File: src/rtl/i2c_cfg_sequencer_pkg.sv
// i2c_pkg: shared definitions for the I2C configuration sequencer.
//   - FSM state encodings (legacy numeric values) and the matching state enum
//   - master write-enable constant (the sequencer only ever writes)
//   - ROM entry field layout: {slave_addr, payload}, payload in the low bits
package i2c_pkg;

  localparam logic [2:0] ST_IDLE        = 3'd0;
  localparam logic [2:0] ST_FETCH       = 3'd1;
  localparam logic [2:0] ST_LOAD        = 3'd2;
  localparam logic [2:0] ST_ISSUE       = 3'd3;
  localparam logic [2:0] ST_WAIT_ACCEPT = 3'd4;
  localparam logic [2:0] ST_WAIT_DONE   = 3'd5;
  localparam logic [2:0] ST_GAP         = 3'd6;
  localparam logic [2:0] ST_FINISH      = 3'd7;

  typedef enum logic [2:0] {
    S_IDLE        = ST_IDLE,
    S_FETCH       = ST_FETCH,
    S_LOAD        = ST_LOAD,
    S_ISSUE       = ST_ISSUE,
    S_WAIT_ACCEPT = ST_WAIT_ACCEPT,
    S_WAIT_DONE   = ST_WAIT_DONE,
    S_GAP         = ST_GAP,
    S_FINISH      = ST_FINISH
  } seq_state_e;

  localparam logic I2C_WEN = 1'b1;

  // Payload occupies rom_data[DATA_W-1:0]; slave address sits directly above it.
  localparam int unsigned ENTRY_DATA_LSB = 0;

  function automatic int unsigned entry_addr_lsb(input int unsigned data_w);
    return data_w;
  endfunction

endpackage

File: src/rtl/i2c_cfg_sequencer_if.sv
// i2c_cfg_sequencer_if: write-request bus between the configuration sequencer
// and the I2C master.
//   m_req        request pulse (sequencer -> master)
//   m_wen        write enable, always 1
//   m_slave_addr slave address for the transfer
//   m_writedata  payload for the transfer
//   m_ready      master idle (master -> sequencer)
//   m_addr_err   address NACK pulse
//   m_noack_err  data NACK pulse
// Modports: master = sequencer side (drives the request), slave = I2C master side.
interface i2c_cfg_sequencer_if #(
  parameter int unsigned ADDR_W = 7,
  parameter int unsigned DATA_W = 16
);
  logic              m_req;
  logic              m_wen;
  logic [ADDR_W-1:0] m_slave_addr;
  logic [DATA_W-1:0] m_writedata;
  logic              m_ready;
  logic              m_addr_err;
  logic              m_noack_err;

  modport master (
    output m_req, m_wen, m_slave_addr, m_writedata,
    input  m_ready, m_addr_err, m_noack_err
  );

  modport slave (
    input  m_req, m_wen, m_slave_addr, m_writedata,
    output m_ready, m_addr_err, m_noack_err
  );
endinterface

File: src/rtl/i2c_seq_gap_timer.sv
// i2c_seq_gap_timer: loadable down-counter with a done flag.
//   clk, rst    clock, synchronous active-high reset
//   i_load      load i_load_val this cycle
//   i_load_val  start value; o_done rises i_load_val cycles after the load
//   o_done      high while the count is zero
module i2c_seq_gap_timer #(
  parameter int unsigned W = 8
) (
  input  logic         clk,
  input  logic         rst,
  input  logic         i_load,
  input  logic [W-1:0] i_load_val,
  output logic         o_done
);

  logic [W-1:0] r_cnt;

  always_ff @(posedge clk) begin
    if (rst) begin
      r_cnt <= '0;
    end else if (i_load) begin
      r_cnt <= i_load_val;
    end else if (r_cnt != '0) begin
      r_cnt <= r_cnt - W'(1);
    end
  end

  assign o_done = (r_cnt == '0);

endmodule

File: src/rtl/i2c_cfg_sequencer.sv
// i2c_cfg_sequencer: walks a ROM table of I2C writes, issuing one at a time to
// the I2C master with per-entry NACK retry and a fixed idle gap between
// transfers.
//   clk, rst    clock, synchronous active-high reset
//   start       pulse, begins a run from entry 0 (ignored unless idle)
//   busy        high from accepted start until done/fail
//   done        1-cycle pulse when every entry was acked
//   fail        sticky; an entry exhausted its retries
//   fail_index  index of the failing entry
//   rom_addr    table read address; rom_data valid one cycle later
//   rom_data    {slave_addr, payload}
//   m_bus       write-request bus to the I2C master (master modport)
// Optional build macro I2C_SEQ_TIMEOUT_EN adds a watchdog (TIMEOUT_CYCLES) on
// WAIT_ACCEPT/WAIT_DONE and a sticky timeout output.
module i2c_cfg_sequencer
  import i2c_pkg::*;
#(
  parameter int unsigned NUM_ENTRY  = 16,
  parameter int unsigned ADDR_W     = 7,
  parameter int unsigned DATA_W     = 16,
  parameter int unsigned MAX_RETRY  = 3,
  parameter int unsigned GAP_CYCLES = 100,
`ifdef I2C_SEQ_TIMEOUT_EN
  parameter int unsigned TIMEOUT_CYCLES = 65535,
`endif
  localparam int unsigned IDX_W = (NUM_ENTRY > 1) ? $clog2(NUM_ENTRY) : 1
) (
  input  logic                     clk,
  input  logic                     rst,
  input  logic                     start,
  output logic                     busy,
  output logic                     done,
  output logic                     fail,
  output logic [IDX_W-1:0]         fail_index,
  output logic [IDX_W-1:0]         rom_addr,
  input  logic [ADDR_W+DATA_W-1:0] rom_data,
`ifdef I2C_SEQ_TIMEOUT_EN
  output logic                     timeout,
`endif
  i2c_cfg_sequencer_if.master      m_bus
);

  localparam int unsigned RET_W    = (MAX_RETRY > 0) ? $clog2(MAX_RETRY + 1) : 1;
  localparam int unsigned GAP_W    = $clog2(GAP_CYCLES + 1);
  localparam int unsigned ADDR_LSB = entry_addr_lsb(DATA_W);

  localparam logic [IDX_W-1:0] LAST_IDX  = IDX_W'(NUM_ENTRY - 1);
  localparam logic [RET_W-1:0] RETRY_LIM = RET_W'(MAX_RETRY);
  // Loaded on the WAIT_DONE->GAP edge so GAP lasts exactly GAP_CYCLES cycles.
  localparam logic [GAP_W-1:0] GAP_LOAD  = GAP_W'(GAP_CYCLES - 1);

  seq_state_e        r_state;
  seq_state_e        w_state_nxt;
  logic              r_busy;
  logic              r_done;
  logic              r_fail;
  logic [IDX_W-1:0]  r_fail_index;
  logic [IDX_W-1:0]  r_index;
  logic [RET_W-1:0]  r_retry;
  logic              r_err;
  logic              r_req;
  logic [ADDR_W-1:0] r_slave_addr;
  logic [DATA_W-1:0] r_writedata;

  logic w_gap_load;
  logic w_gap_done;
  logic w_last;
  logic w_can_retry;

  assign w_last      = (r_index == LAST_IDX);
  assign w_can_retry = (r_retry < RETRY_LIM);
  assign w_gap_load  = (r_state == S_WAIT_DONE) && m_bus.m_ready;

  i2c_seq_gap_timer #(.W(GAP_W)) u_gap_timer (
    .clk        (clk),
    .rst        (rst),
    .i_load     (w_gap_load),
    .i_load_val (GAP_LOAD),
    .o_done     (w_gap_done)
  );

`ifdef I2C_SEQ_TIMEOUT_EN
  localparam int unsigned         TO_W    = $clog2(TIMEOUT_CYCLES + 1);
  localparam logic [TO_W-1:0]     TO_LOAD = TO_W'(TIMEOUT_CYCLES - 1);

  logic r_timeout;
  logic w_wd_load;
  logic w_wd_done;
  logic w_wd_hit;

  // Reloaded on entry to each wait state, so it restarts when WAIT_ACCEPT exits.
  assign w_wd_load = ((r_state == S_ISSUE) && m_bus.m_ready) ||
                     ((r_state == S_WAIT_ACCEPT) && !m_bus.m_ready);

  i2c_seq_gap_timer #(.W(TO_W)) u_wd_timer (
    .clk        (clk),
    .rst        (rst),
    .i_load     (w_wd_load),
    .i_load_val (TO_LOAD),
    .o_done     (w_wd_done)
  );

  assign timeout = r_timeout;
`endif

  always_comb begin
    w_state_nxt = r_state;
`ifdef I2C_SEQ_TIMEOUT_EN
    w_wd_hit = 1'b0;
`endif
    case (r_state)
      S_IDLE:   if (start) w_state_nxt = S_FETCH;
      S_FETCH:  w_state_nxt = S_LOAD;
      S_LOAD:   w_state_nxt = S_ISSUE;
      S_ISSUE:  if (m_bus.m_ready) w_state_nxt = S_WAIT_ACCEPT;
      S_WAIT_ACCEPT: begin
        if (!m_bus.m_ready) begin
          w_state_nxt = S_WAIT_DONE;
`ifdef I2C_SEQ_TIMEOUT_EN
        end else if (w_wd_done) begin
          w_state_nxt = S_FINISH;
          w_wd_hit    = 1'b1;
`endif
        end
      end
      S_WAIT_DONE: begin
        if (m_bus.m_ready) begin
          w_state_nxt = S_GAP;
`ifdef I2C_SEQ_TIMEOUT_EN
        end else if (w_wd_done) begin
          w_state_nxt = S_FINISH;
          w_wd_hit    = 1'b1;
`endif
        end
      end
      S_GAP: begin
        if (w_gap_done) begin
          if (!r_err)          w_state_nxt = w_last ? S_FINISH : S_FETCH;
          else if (w_can_retry) w_state_nxt = S_ISSUE;
          else                  w_state_nxt = S_FINISH;
        end
      end
      S_FINISH: w_state_nxt = S_IDLE;
      default:  w_state_nxt = S_IDLE;
    endcase
  end

  always_ff @(posedge clk) begin
    if (rst) begin
      r_state      <= S_IDLE;
      r_busy       <= 1'b0;
      r_done       <= 1'b0;
      r_fail       <= 1'b0;
      r_fail_index <= '0;
      r_index      <= '0;
      r_retry      <= '0;
      r_err        <= 1'b0;
      r_req        <= 1'b0;
      r_slave_addr <= '0;
      r_writedata  <= '0;
`ifdef I2C_SEQ_TIMEOUT_EN
      r_timeout    <= 1'b0;
`endif
    end else begin
      r_state <= w_state_nxt;
      r_req   <= (r_state == S_ISSUE) && m_bus.m_ready;
      r_done  <= 1'b0;

      if ((w_state_nxt == S_ISSUE) && (r_state != S_ISSUE)) begin
        r_err <= 1'b0;
      end else if (r_state == S_WAIT_DONE) begin
        r_err <= r_err | m_bus.m_addr_err | m_bus.m_noack_err;
      end

      case (r_state)
        S_IDLE: begin
          if (start) begin
            r_index <= '0;
            r_retry <= '0;
            r_fail  <= 1'b0;
            r_busy  <= 1'b1;
`ifdef I2C_SEQ_TIMEOUT_EN
            r_timeout <= 1'b0;
`endif
          end
        end
        S_LOAD: begin
          r_slave_addr <= rom_data[ADDR_LSB +: ADDR_W];
          r_writedata  <= rom_data[ENTRY_DATA_LSB +: DATA_W];
        end
        S_GAP: begin
          if (w_gap_done) begin
            if (!r_err) begin
              if (w_last) begin
                r_done <= 1'b1;
                r_busy <= 1'b0;
              end else begin
                r_index <= r_index + IDX_W'(1);
                r_retry <= '0;
              end
            end else if (w_can_retry) begin
              r_retry <= r_retry + RET_W'(1);
            end else begin
              r_fail       <= 1'b1;
              r_fail_index <= r_index;
              r_busy       <= 1'b0;
            end
          end
        end
        default: ;
      endcase

`ifdef I2C_SEQ_TIMEOUT_EN
      if (w_wd_hit) begin
        r_fail       <= 1'b1;
        r_fail_index <= r_index;
        r_timeout    <= 1'b1;
        r_busy       <= 1'b0;
      end
`endif
    end
  end

  assign busy       = r_busy;
  assign done       = r_done;
  assign fail       = r_fail;
  assign fail_index = r_fail_index;
  assign rom_addr   = r_index;

  assign m_bus.m_req        = r_req;
  assign m_bus.m_wen        = I2C_WEN;
  assign m_bus.m_slave_addr = r_slave_addr;
  assign m_bus.m_writedata  = r_writedata;

endmodule

File: src/flat_wrapper.sv
// flat-port wrapper written by rule: the top's interface ports become plain ports
module i2c_cfg_sequencer_flat import i2c_pkg::*;
#(
  parameter int unsigned NUM_ENTRY  = 16,
  parameter int unsigned ADDR_W     = 7,
  parameter int unsigned DATA_W     = 16,
  parameter int unsigned MAX_RETRY  = 3,
  parameter int unsigned GAP_CYCLES = 100,

  localparam int unsigned IDX_W = (NUM_ENTRY > 1) ? $clog2(NUM_ENTRY) : 1
)
  (clk, rst, start, busy, done, fail, fail_index, rom_addr, rom_data, m_bus_m_req, m_bus_m_wen, m_bus_m_slave_addr, m_bus_m_writedata, m_bus_m_ready, m_bus_m_addr_err, m_bus_m_noack_err);
  i2c_cfg_sequencer_if #(.ADDR_W(ADDR_W), .DATA_W(DATA_W)) m_bus_i ();
  input  logic clk;
  input  logic rst;
  input  logic start;
  output logic busy;
  output logic done;
  output logic fail;
  output logic [IDX_W-1:0] fail_index;
  output logic [IDX_W-1:0] rom_addr;
  input  logic [ADDR_W+DATA_W-1:0] rom_data;
  output wire logic [$bits(m_bus_i.m_req)-1:0] m_bus_m_req;
  output wire logic [$bits(m_bus_i.m_wen)-1:0] m_bus_m_wen;
  output wire logic [$bits(m_bus_i.m_slave_addr)-1:0] m_bus_m_slave_addr;
  output wire logic [$bits(m_bus_i.m_writedata)-1:0] m_bus_m_writedata;
  input wire logic [$bits(m_bus_i.m_ready)-1:0] m_bus_m_ready;
  input wire logic [$bits(m_bus_i.m_addr_err)-1:0] m_bus_m_addr_err;
  input wire logic [$bits(m_bus_i.m_noack_err)-1:0] m_bus_m_noack_err;
  assign m_bus_m_req = m_bus_i.m_req;
  assign m_bus_m_wen = m_bus_i.m_wen;
  assign m_bus_m_slave_addr = m_bus_i.m_slave_addr;
  assign m_bus_m_writedata = m_bus_i.m_writedata;
  assign m_bus_i.m_ready = m_bus_m_ready;
  assign m_bus_i.m_addr_err = m_bus_m_addr_err;
  assign m_bus_i.m_noack_err = m_bus_m_noack_err;
  i2c_cfg_sequencer #(.NUM_ENTRY(NUM_ENTRY), .ADDR_W(ADDR_W), .DATA_W(DATA_W), .MAX_RETRY(MAX_RETRY), .GAP_CYCLES(GAP_CYCLES)) u_core (.clk(clk), .rst(rst), .start(start), .busy(busy), .done(done), .fail(fail), .fail_index(fail_index), .rom_addr(rom_addr), .rom_data(rom_data), .m_bus(m_bus_i));
endmodule
File: config.mk
export PLATFORM = sky130hd
export DESIGN_NAME = i2c_cfg_sequencer_flat
export DESIGN_NICKNAME = d
export VERILOG_FILES = /design/src/rtl/i2c_cfg_sequencer_pkg.sv /design/src/rtl/i2c_cfg_sequencer_if.sv /design/src/rtl/i2c_seq_gap_timer.sv /design/src/rtl/i2c_cfg_sequencer.sv /design/src/flat_wrapper.sv
export SDC_FILE = /design/constraint.sdc
export NUM_CORES = 1
export LEC_CHECK = 0
export BUFFER_PORTS_ARGS = -buffer_cell sky130_fd_sc_hd__buf_2
export CAP_MARGIN = 30
export CORE_MARGIN = 5
export CORE_UTILIZATION = 40
export DETAILED_ROUTE_END_ITERATION = 8
export PLACE_DENSITY_LB_ADDON = 0.08
export SLEW_MARGIN = 25
export SYNTH_ARGS = -nofsm -noshare
export SYNTH_HDL_FRONTEND = slang
export SYNTH_SLANG_ARGS = --single-unit
export TNS_END_PERCENT = 20
File: constraint.sdc
create_clock -name clk -period 2.3 [get_ports clk]
set_input_delay 0.46 -clock clk [delete_from_list [all_inputs] [get_ports clk]]
set_output_delay 0.46 -clock clk [all_outputs]
set_load 0.05 [all_outputs]
==> results of run 1 <==
## Yosys cell counts, drive strengths merged, types with 3 or more instances
cell type,count
nand3,3
mux2i,7
ha,4
clkbuf,11
a31oi,3
nand2b,5
buf,5
nor2,13
dfxtp,48
a21oi,37
nor4,3
o21ai,5
or4,3
inv,7
nand2,54
o31ai,4
xnor2,4
## cells by family after synthesis
| group | after synthesis | synth area share, % |
|---|---|---|
| compound gates | 57 | 16.1 |
| xor+xnor | 5 | 2.16 |
| fa+ha+maj | 4 | 2.47 |
| buf+inv | 23 | 4.69 |
| flops | 48 | 47.4 |
| mux | 8 | 4.01 |
| other cells | 1 | 0.185 |
| simple gates | 96 | 23.0 |
## worst reg2reg max path: cells and delay by family, from the launching register on
kind / cells / cell delay [ps]
AND/OR/NAND/NOR: 2 / 850
flip-flops: 1 / 370
AO/OA/AOI/OAI: 1 / 370
multiplexers: 1 / 220
## path summary, 6_finish.rpt
kind	slack (ps)	from	end
min	380	rom_data[17]	u_core.m_bus.m_slave_addr[1]
min reg2reg	450	u_core.m_bus.m_writedata[11]	u_core.m_bus.m_writedata[11]
max	420	u_core.u_gap_timer.r_cnt[2]	u_core.r_retry[0]
max reg2reg	420	u_core.u_gap_timer.r_cnt[2]	u_core.r_retry[0]
## where the power goes
part,internal (mW),total [mW],switching [mW]
clock network,0.428,0.705,0.277
registers,0.951,1.06,0.110
logic,0.349,0.943,0.595
total,1.73,2.71,0.982
## stage by stage
stage | utilization [%] | cell area [µm²] | std cells | total power, mW | hold slack [ps]
global route | 50.4 | 2530 | 371 | 2.88 | 374
detailed placement | 47.9 | 2400 | 364 | 2.03 | 444
CTS | 50.4 | 2530 | 371 | 2.74 | 376
finish | 50.4 | 2530 | 371 | 2.71 | 379
global placement | 47.9 | 2400 | 364 | 2.03 | 439
floorplan | - | 2030 | 242 | 1.81 | 453
## flip-flops by register name, indices dropped and copies added (netlist names)
name,count
u_core.fail_index,4
u_core.done,1
u_core.fail,1
u_core.u_gap_timer.r_cnt,7
u_core.m_bus.m_slave_addr,7
u_core.r_retry,2
u_core.r_err,1
u_core.r_state,3
u_core.busy,1
u_core.m_bus.m_req,1
u_core.rom_addr,4
u_core.m_bus.m_writedata,16
## final cells by class
cell class                 instances  area, µm²
clock inverter                     2       60.1
inverter                           7       26.3
clock buffer                       5       68.8
timing repair buffer              68        353
multi-input combinational        171        971
tap                               70       87.6
fill                             536       2480
sequential                        48        961
## per-layer routing
metal	wire length (µm)	vias up	global-route usage [%]
li1	-	940	-
met1	2070	823	17.6
met2	2210	40	22.7
met3	245	9	3.33
met4	73	0	7.26
met5	0	-	0
==> metrics.md, run 1 <==
| Metric | Value |
|---|---|
| Outcome | `finished clean` |
| Worst Reg2Reg Path Length in Cells | `4` |
| Highest-count cells in the layout ignoring fill and taps | `buf_2 (63), nand2_1 (54), dfxtp_1 (48)` |
| Power density relative to cell area | `1070 nW/µm²` |
| TritonCTS buffer count | `5` |
| Slew at the pin closest to its max-slew limit | `710 ps` |
| Total die area | `6590 µm²` |
| Max Clock Freq | `532 MHz` |
| Vert. Die Dim | `81.2 µm` |
| Final HPWL from detailed placement | `3250 µm` |
| Synthesized area | `2030 µm²` |
| Via-per-instance ratio | `4.88` |
| Routed wire length per instance | `12.4 µm` |
| Floorplan core area | `5010 µm²` |
| Clock edge transition at the registers on the reported setup and hold paths | `90 ps` |
| Initial antenna violation count | `0` |
| Sum of overflow across all layers after global routing | `0` |
| Vias in the first global route | `1593` |
| DRC violations left | `0` |
| Chip Width | `81.2 µm` |
| Number of endpoints failing setup at the final stage | `0` |
| Number of nets with antenna violations after routing | `0` |
| Maximum vdd ir drop | `0.361 mV` |
| Type of origin of the critical path | `flop` |
| Area growth from synthesis to layout | `24.7%` |
| Global routing usage summed across all routing layers | `14.2%` |
| Number of warnings reported in the yosys synthesis log | `0` |
| Number of I/O port buffers | `63` |
| Setup repair after global routing missed its margin | `no` |
| Via count of the routed design | `1812` |
| Total Negative Setup Slacks | `0 ps` |
| Shortest period the worst path allows | `1880 ps` |
| Period utilisation layout | `81.8%` |
| Number of max-capacitance violations reported | `0` |
| Library cells used by synthesis | `40` |
| Largest area contributor in the netlist | `dfxtp_1` |
| CTS HTree Levels | `2` |
| Final GP Congestion | `0.764` |
| Leak | `1.10 nW` |
| Number of detailed-routing iterations run before antenna repair | `4` |
| Count of buffers added by post-CTS timing repair for setup | `0` |
| Fraction of post-synthesis cell area in the top cell type by area | `47.4%` |
| Starting utilization of the core area | `40.5%` |
| Final Max Tran Viols | `0` |
| Data arrival time at the worst-slack endpoint | `2110 ps` |
| Slew HR | `52.7%` |
| Nets | `334` |
| # clock sinks | `48` |
| Maximum number of pins on one net before global-route repair | `40` |
| EDFF count, synth | `0` |
| Hold Path Depth | `3` |
| I/O pin total | `65` |
| Number of buffer and inverter stages on the critical path | `0` |
| Cell family contributing the most delay on the critical path | `simple AND/OR/NAND/NOR gates` |
| Critical path's slowest cell | `nor4_4` |
| Share of the yosys chip area belonging to registers | `47.4%` |
| Main synth FF type | `dfxtp_1` |
| Most frequent standard cell in the layout excluding fill and tap cells | `buf_2` |
| Total of cells resized after clock tree synthesis | `0` |
| Setup Slack @ Placement | `469 ps` |
| Maximum cell stage delay along the critical path | `570 ps` |
| Levels on crit path | `4` |
| Final critical-path setup slack | `419 ps` |
| Ratio of cells with drive above 1 in the final layout | `26.2%` |
| Wire length of the first global-routing pass | `7270 µm` |
| Sum of routed wire length over all layers | `4600 µm` |
| Final count of hold timing violations | `0` |
| Min-Delay Path Class | `in2reg` |
| CP Capture Type | `flop` |
| Worst setup path category | `reg2reg` |
| DRC violation total after the first TritonRoute iteration | `36` |
| Clock latency on the worst-skew pair | `300 ps` |
| Critical path, cell by cell | `nor4_4, nand3_1, a22oi_1, mux2i_1` |
| Crit Path Max Fanout | `8` |
| CTS Root Cell | `clkbuf_8` |
| Clock tree from TritonCTS | `done` |
| Flop and latch count out of synthesis | `48` |
| Number of antenna diodes | `0` |
| Synth area leaders | `dfxtp_1 (47%), nand2_1 (10%), a21oi_1 (8.9%)` |
| Buffer depth of the longest clock path | `2` |
| Number of buffers added to fix hold violations after cts | `0` |
| Post-synth net total | `275` |
| Worst clock skew | `10.2 ps` |
| Rows | `26` |
| Mean instance size in the synthesized netlist | `8.38 µm²` |
| Mapped Cells | `242` |
| Required time of the worst setup path | `2530 ps` |
| Asr flop ratio synth | `0%` |
No activity file was read; power rests on OpenSTA's default activity.
==> run 2, diff against run 1 <==
- ABC_AREA: not set -> 1
- clock period: 2.3 -> 1.5 ns (I/O delays scaled with it)
==> metrics.md, run 2 <==
| Metric | Value |
|---|---|
| Number of warnings reported in the yosys synthesis log | `0` |
| Ratio of cells with drive above 1 in the final layout | `33.2%` |
| Number of detailed-routing iterations run before antenna repair | `6` |
| Final HPWL from detailed placement | `3630 µm` |
| Min-Delay Path Class | `in2reg` |
| CTS HTree Levels | `2` |
| Critical Path Source | `u_core.rom_addr[2]` |
| Number of nets with antenna violations after routing | `0` |
| Asr flop ratio synth | `0%` |
| Number of flip-flops in the largest register | `16` |
| Flop and latch count out of synthesis | `48` |
| Vert. Die Dim | `82.8 µm` |
| Most frequent standard cell in the layout excluding fill and tap cells | `nor2_1` |
| TritonCTS buffer count | `5` |
| Nets | `393` |
| Chip Width | `82.8 µm` |
| Maximum number of pins on one net before global-route repair | `36` |
| Share of the yosys chip area belonging to registers | `45.3%` |
| Cell internal power dissipation | `2.62 mW` |
| Leak | `1.35 nW` |
| Global routing usage summed across all routing layers | `15.5%` |
| Final GP Congestion | `0.914` |
| # clock sinks | `48` |
| Minimum setup slack among reg-to-reg paths | `80 ps` |
| DRC violations left | `0` |
| Flop pwr share | `37.3%` |
| Routed wire length per instance | `12.0 µm` |
| Starting utilization of the core area | `41.3%` |
| Clock edge transition at the registers on the reported setup and hold paths | `90 ps` |
| Via-per-instance ratio | `4.77` |
| Worst hold endpoint | `u_core.m_bus.m_writedata[6]` |
| Floorplan core area | `5140 µm²` |
| Wire length of the first global-routing pass | `8990 µm` |
| Total die area | `6860 µm²` |
| Leading cell types by count after synthesis | `nor2_1 (68), dfxtp_1 (48), nand2_1 (38)` |
| Outcome | `finished clean` |
| Hold Path Depth | `3` |
| Final Max Tran Viols | `0` |
| Vias in the first global route | `2009` |
| Relative contribution of the clock network to total power | `21.2%` |
| Required time of the worst setup path | `1200 ps` |
| Data arrival time at the worst-slack endpoint | `1150 ps` |
| Number of max-capacitance violations reported | `0` |
| Via count of the routed design | `2057` |
| Critical path's slowest cell | `dfxtp_1` |
| Mapped Cells | `287` |
| Rows | `26` |
| Sum of overflow across all layers after global routing | `0` |
| Mean instance size in the synthesized netlist | `7.39 µm²` |
| Synthesized area | `2120 µm²` |
| Number of buffer and inverter stages on the critical path | `2` |
| Synth area leaders | `dfxtp_1 (45%), nor2_1 (12%), nand2_1 (6.7%)` |
| Library cells used by synthesis | `32` |
| Number of antenna diodes | `0` |
| Setup repair after global routing missed its margin | `yes` |
| Worst hold slack after final layout | `214 ps` |
| Shortest period the worst path allows | `1450 ps` |
| Most common cell in the netlist | `nor2_1` |
| Number of buffers added to fix hold violations after cts | `0` |
| Worst Reg2Reg Path Length in Cells | `9` |
| Crit Path Max Fanout | `6` |
| Count of buffers added by post-CTS timing repair for setup | `0` |
| EDFF count, synth | `0` |
| Critical path, cell by cell | `buf_4, buf_2` |
| Max Clock Freq | `691 MHz` |
| Buffer depth of the longest clock path | `2` |
| CTS Root Cell | `clkbuf_8` |
| Net switching fraction of the power | `40.2%` |
| Largest area contributor in the netlist | `dfxtp_1` |
| Clock latency on the worst-skew pair | `300 ps` |
| Worst min-delay path startpoint | `rom_data[6]` |
| Final count of hold timing violations | `0` |
| Proportion of power drawn by combinational gates | `41.5%` |
| Worst clock skew | `7.90 ps` |
| Total Negative Setup Slacks | `0 ps` |
| Cell family contributing the most delay on the critical path | `flip-flops` |
| Area growth from synthesis to layout | `29.7%` |
| Post-synth net total | `320` |
| Initial antenna violation count | `0` |
| Reg-to-Reg End | `u_core.rom_addr[0]` |
| Maximum vdd ir drop | `0.781 mV` |
| Switch Pwr | `1.76 mW` |
| Maximum cell stage delay along the critical path | `440 ps` |
| Startpoint of the worst register-to-register path | `u_core.u_gap_timer.r_cnt[1]` |
| Worst setup path category | `reg2out` |
| Number of endpoints failing setup at the final stage | `0` |
| Highest-count cells in the layout ignoring fill and taps | `nor2_1 (65), buf_2 (63), dfxtp_1 (44)` |
| Main synth FF type | `dfxtp_1` |
| I/O pin total | `65` |
| Period utilisation layout | `96.5%` |
| Sum of routed wire length over all layers | `5150 µm` |
| DRC violation total after the first TritonRoute iteration | `101` |
| Fraction of post-synthesis cell area in the top cell type by area | `45.3%` |
| CP Capture Type | `output pin` |
| Type of origin of the critical path | `flop` |
| Number of I/O port buffers | `63` |
| Clock tree from TritonCTS | `done` |
| Power density relative to cell area | `1590 nW/µm²` |
[run 2: cell count changes in the layout (fill, tap and decap cells not counted), moves of 5 or more]
cell / before / now
o21ai_0: 4 / 24
nor2_1: 13 / 65
nand4_1: 2 / 9
inv_1: 7 / 17
mux2i_1: 7 / 0
nand3_1: 3 / 15
nor2_2: 0 / 8
inv_2: 0 / 7
nand2b_1: 5 / 0
nand2_1: 54 / 37
nand2_2: 0 / 6
o21ai_1: 1 / 6
a21oi_1: 36 / 12
buf_4: 5 / 10
[run 2: routing by layer]
metal  vias to the layer above  routed length [µm]  track usage, %
met3                         7                 425            4.06
li1                       1070                   -               -
met2                        66                2340            25.1
met4                         0                  74            6.69
met1                       914                2310            19.3
met5                         -                   0               0
[run 2: layout make-up]
cell class / count / area, µm²
clock buffers: 5 / 68.8
clock inverters: 3 / 42.5
fillers: 542 / 2390
inverters: 25 / 96.3
multi-input cells: 205 / 1070
flip-flops and latches: 48 / 966
well taps: 70 / 87.6
repair buffers: 75 / 422
[run 2: worst max-delay path by stage]
stage | to | cells past startpoint
2_1_floorplan | u_core.fail_index[2] | 9
3_3_place_gp | u_core.fail_index[2] | 9
3_5_place_dp | u_core.fail_index[2] | 9
4_1_cts | u_core.r_retry[0] | 11
5_1_grt | u_core.rom_addr[0] | 9
6_report | rom_addr[2] | 2
[run 2: cells by family (layout without fill, tap and decap cells)]
family | Yosys count | count (layout) | share of synthesized area (%)
and+or+nand+nor | 151 | 152 | 33.0
xor gates and xnor gates | 2 | 2 | 0.826
DFF | 48 | 48 | 45.3
buffers and inverters | 35 | 108 | 7.32
AOI/OAI and AO/OA | 46 | 46 | 11.0
other | 1 | 1 | 0.177
adders and majority gates | 4 | 4 | 2.36
[run 2: stage by stage]
stage / utilization (%) / instance area, µm² / std cells / power, mW / setup WS (ps)
after detailed placement: 50.0 / 2570 / 422 / 3.29 / -28.0
after global routing: 53.5 / 2750 / 431 / 4.67 / -51.5
after CTS: 52.3 / 2690 / 430 / 4.25 / 28.2
after global placement: 50.0 / 2570 / 422 / 3.29 / 20.8
final: 53.5 / 2750 / 431 / 4.38 / 52.5
after floorplan: - / 2120 / 287 / 2.84 / 39.5
[run 2: worst register-to-register path, delay by kind of cell, from the launching register on]
family | cells | cell delay (ps)
adder cells (fa/ha/maj) | 1 | 140
AO/OA/AOI/OAI | 1 | 60
flip-flops | 1 | 330
AND/OR/NAND/NOR | 5 | 690
buffers and inverters | 2 | 110
[run 2: power groups by stage]
stage	Sequential (mW)	Clock, mW	Combinational, mW
finish	1.63	0.929	1.82
global route	1.66	1.01	2.00
CTS	1.62	0.956	1.68
detailed placement	1.64	0	1.66
global placement	1.64	0	1.65
floorplan	2.01	0	0.829
[run 2: repair_timing]
action,in CTS,in global routing
pin swaps,0,6
endpoints found under the setup margin,6,18
endpoints found under the hold margin,0,0
resized for setup,2,16
gates cloned,0,1
==> run 3, diff against run 2 <==
- clock period: 1.5 -> 1.45 ns (I/O delays scaled with it)
==> metrics.md, run 3 (same netlist as run 2, synthesis figures left out) <==
| Metric | Value |
|---|---|
| Maximum cell stage delay along the critical path | `330 ps` |
| Via count of the routed design | `2052` |
| CTS Root Cell | `clkbuf_8` |
| Worst Reg2Reg Path Length in Cells | `10` |
| Via-per-instance ratio | `4.71` |
| DRC violations left | `0` |
| Standard cell area after detailed placement | `2590 µm²` |
| Shortest period the worst path allows | `1450 ps` |
| Vert. Die Dim | `82.8 µm` |
| Worst setup path category | `reg2reg` |
| Wire length of the first global-routing pass | `8830 µm` |
| Initial antenna violation count | `0` |
| Number of antenna diodes | `0` |
| Clock edge transition at the registers on the reported setup and hold paths | `90 ps` |
| Vias in the first global route | `1995` |
| Period utilisation layout | `99.7%` |
| Design Power | `4.65 mW` |
| Final HPWL from detailed placement | `3720 µm` |
| Max Clock Freq | `692 MHz` |
| Routed wire length per instance | `12.1 µm` |
| CP Capture Type | `flop` |
| Data arrival time at the worst-slack endpoint | `1650 ps` |
| Final cell utilization of the core | `55.2%` |
| Min-Delay Path Class | `in2reg` |
| Worst min-delay path startpoint | `rom_data[14]` |
| Clock tree from TritonCTS | `done` |
| Cell family contributing the most delay on the critical path | `simple AND/OR/NAND/NOR gates` |
| Worst clock skew | `4.68 ps` |
| Worst hold endpoint | `u_core.m_bus.m_writedata[14]` |
| Required time of the worst setup path | `1650 ps` |
| Sum of routed wire length over all layers | `5270 µm` |
| Startpoint of the worst register-to-register path | `u_core.u_gap_timer.r_cnt[1]` |
| Area growth from synthesis to layout | `33.9%` |
| CTS HTree Levels | `2` |
| Crit Path Max Fanout | `4` |
| Number of flip-flops in the largest register | `16` |
| Sum of overflow across all layers after global routing | `0` |
| Most common cell type on the critical path | `inv_2` |
| Critical path, cell by cell | `inv_2, ha_4, inv_2, nor2_4, buf_6, nand4_4, nand3_1, nand3_2, nor2_2, nor2_1` |
| Final count of hold timing violations | `0` |
| Type of origin of the critical path | `flop` |
| Number of endpoints failing setup at the final stage | `0` |
| Total Negative Setup Slacks | `0 ps` |
| Highest-count cells in the layout ignoring fill and taps | `nor2_1 (63), buf_2 (63), dfxtp_1 (44)` |
| Minimum setup slack among reg-to-reg paths | `5 ps` |
| Outcome | `finished clean` |
| Buffer depth of the longest clock path | `2` |
| Nets | `398` |
| Final Max Tran Viols | `0` |
| Leak | `1.39 nW` |
| Rows | `26` |
| Maximum number of pins on one net before global-route repair | `28` |
| Maximum vdd ir drop | `0.788 mV` |
| Global routing usage summed across all routing layers | `15.0%` |
| Number of I/O port buffers | `63` |
| Worst hold slack after final layout | `210 ps` |
| Hold Path Depth | `3` |
| # clock sinks | `48` |
| Final GP Congestion | `0.837` |
| Reg-to-Reg End | `u_core.r_err` |
| Number of max-capacitance violations reported | `0` |
| Power density relative to cell area | `1640 nW/µm²` |
| Starting utilization of the core area | `41.3%` |
| Ratio of cells with drive above 1 in the final layout | `35.8%` |
| Setup repair after global routing missed its margin | `yes` |
| Number of detailed-routing iterations run before antenna repair | `4` |
| Total non-filler cell area in the finished layout | `2840 µm²` |
| I/O pin total | `65` |
| Clock latency on the worst-skew pair | `290 ps` |
| DRC violation total after the first TritonRoute iteration | `130` |
| Number of nets with antenna violations after routing | `0` |
| Critical path's slowest cell | `dfxtp_2` |
| Chip Width | `82.8 µm` |
| Total die area | `6860 µm²` |
| TritonCTS buffer count | `5` |
| Number of buffer and inverter stages on the critical path | `3` |
| Floorplan core area | `5140 µm²` |
| Number of buffers added to fix hold violations after cts | `0` |
[run 3: cell count changes in the layout (fill, tap and decap cells not counted), sizes merged]
| cell | previous run | this run |
|---|---|---|
| buf | 75 | 80 |
[run 3: timing repair]
item	CTS	global route
resized for setup	4	31
buffers inserted	0	1
pin swaps	0	8
setup endpoints to repair	11	41
cloned	0	1
[run 3: layout make-up]
class | instances | area (µm²)
multi-input combinational | 205 | 1120
fill | 531 | 2300
clock buffer | 5 | 68.8
clock inverter | 3 | 42.5
timing repair buffer | 80 | 454
sequential | 48 | 968
tap | 70 | 87.6
inverter | 25 | 98.8
[run 3: worst reg2reg max path, delay by kind of cell, from the launching register on]
family	cells	cell delay, ps
DFF	1	330
and+or+nand+nor	6	670
buffers and inverters	3	220
adders and majority gates	1	130
[run 3: power breakdown]
| group | switching, mW | leakage (nW) | total, mW | internal, mW |
|---|---|---|---|---|
| registers | 0.149 | 0.395 | 1.69 | 1.54 |
| clock network | 0.449 | 0.0541 | 0.959 | 0.511 |
| logic | 1.27 | 0.943 | 2.01 | 0.740 |
[run 3: metrics by stage]
stage | cells | worst slack, ps
5_1_grt | 436 | -107
2_1_floorplan | 287 | -10.5
3_3_place_gp | 426 | -28.1
3_5_place_dp | 426 | -71.8
4_1_cts | 434 | 14.8
6_report | 436 | 4.51
[run 3: how the worst max path moves through the flow]
stage               slack [ps]              endpoint                   startpoint  cells past startpoint
finish                       5          u_core.r_err  u_core.u_gap_timer.r_cnt[1]                     10
global route              -110    u_core.rom_addr[1]  u_core.u_gap_timer.r_cnt[1]                      9
CTS                         10          u_core.r_err  u_core.u_gap_timer.r_cnt[0]                     11
detailed placement         -70  u_core.fail_index[0]  u_core.u_gap_timer.r_cnt[0]                      9
global placement           -30  u_core.fail_index[2]  u_core.u_gap_timer.r_cnt[0]                      9
floorplan                  -10  u_core.fail_index[2]  u_core.u_gap_timer.r_cnt[0]                      9
[run 3: per-layer routing]
| metal | track usage, % | routed length [µm] |
|---|---|---|
| met5 | 0 | 0 |
| met4 | 4.90 | 48 |
| met3 | 3.96 | 365 |
| met2 | 23.8 | 2430 |
| met1 | 19.9 | 2430 |
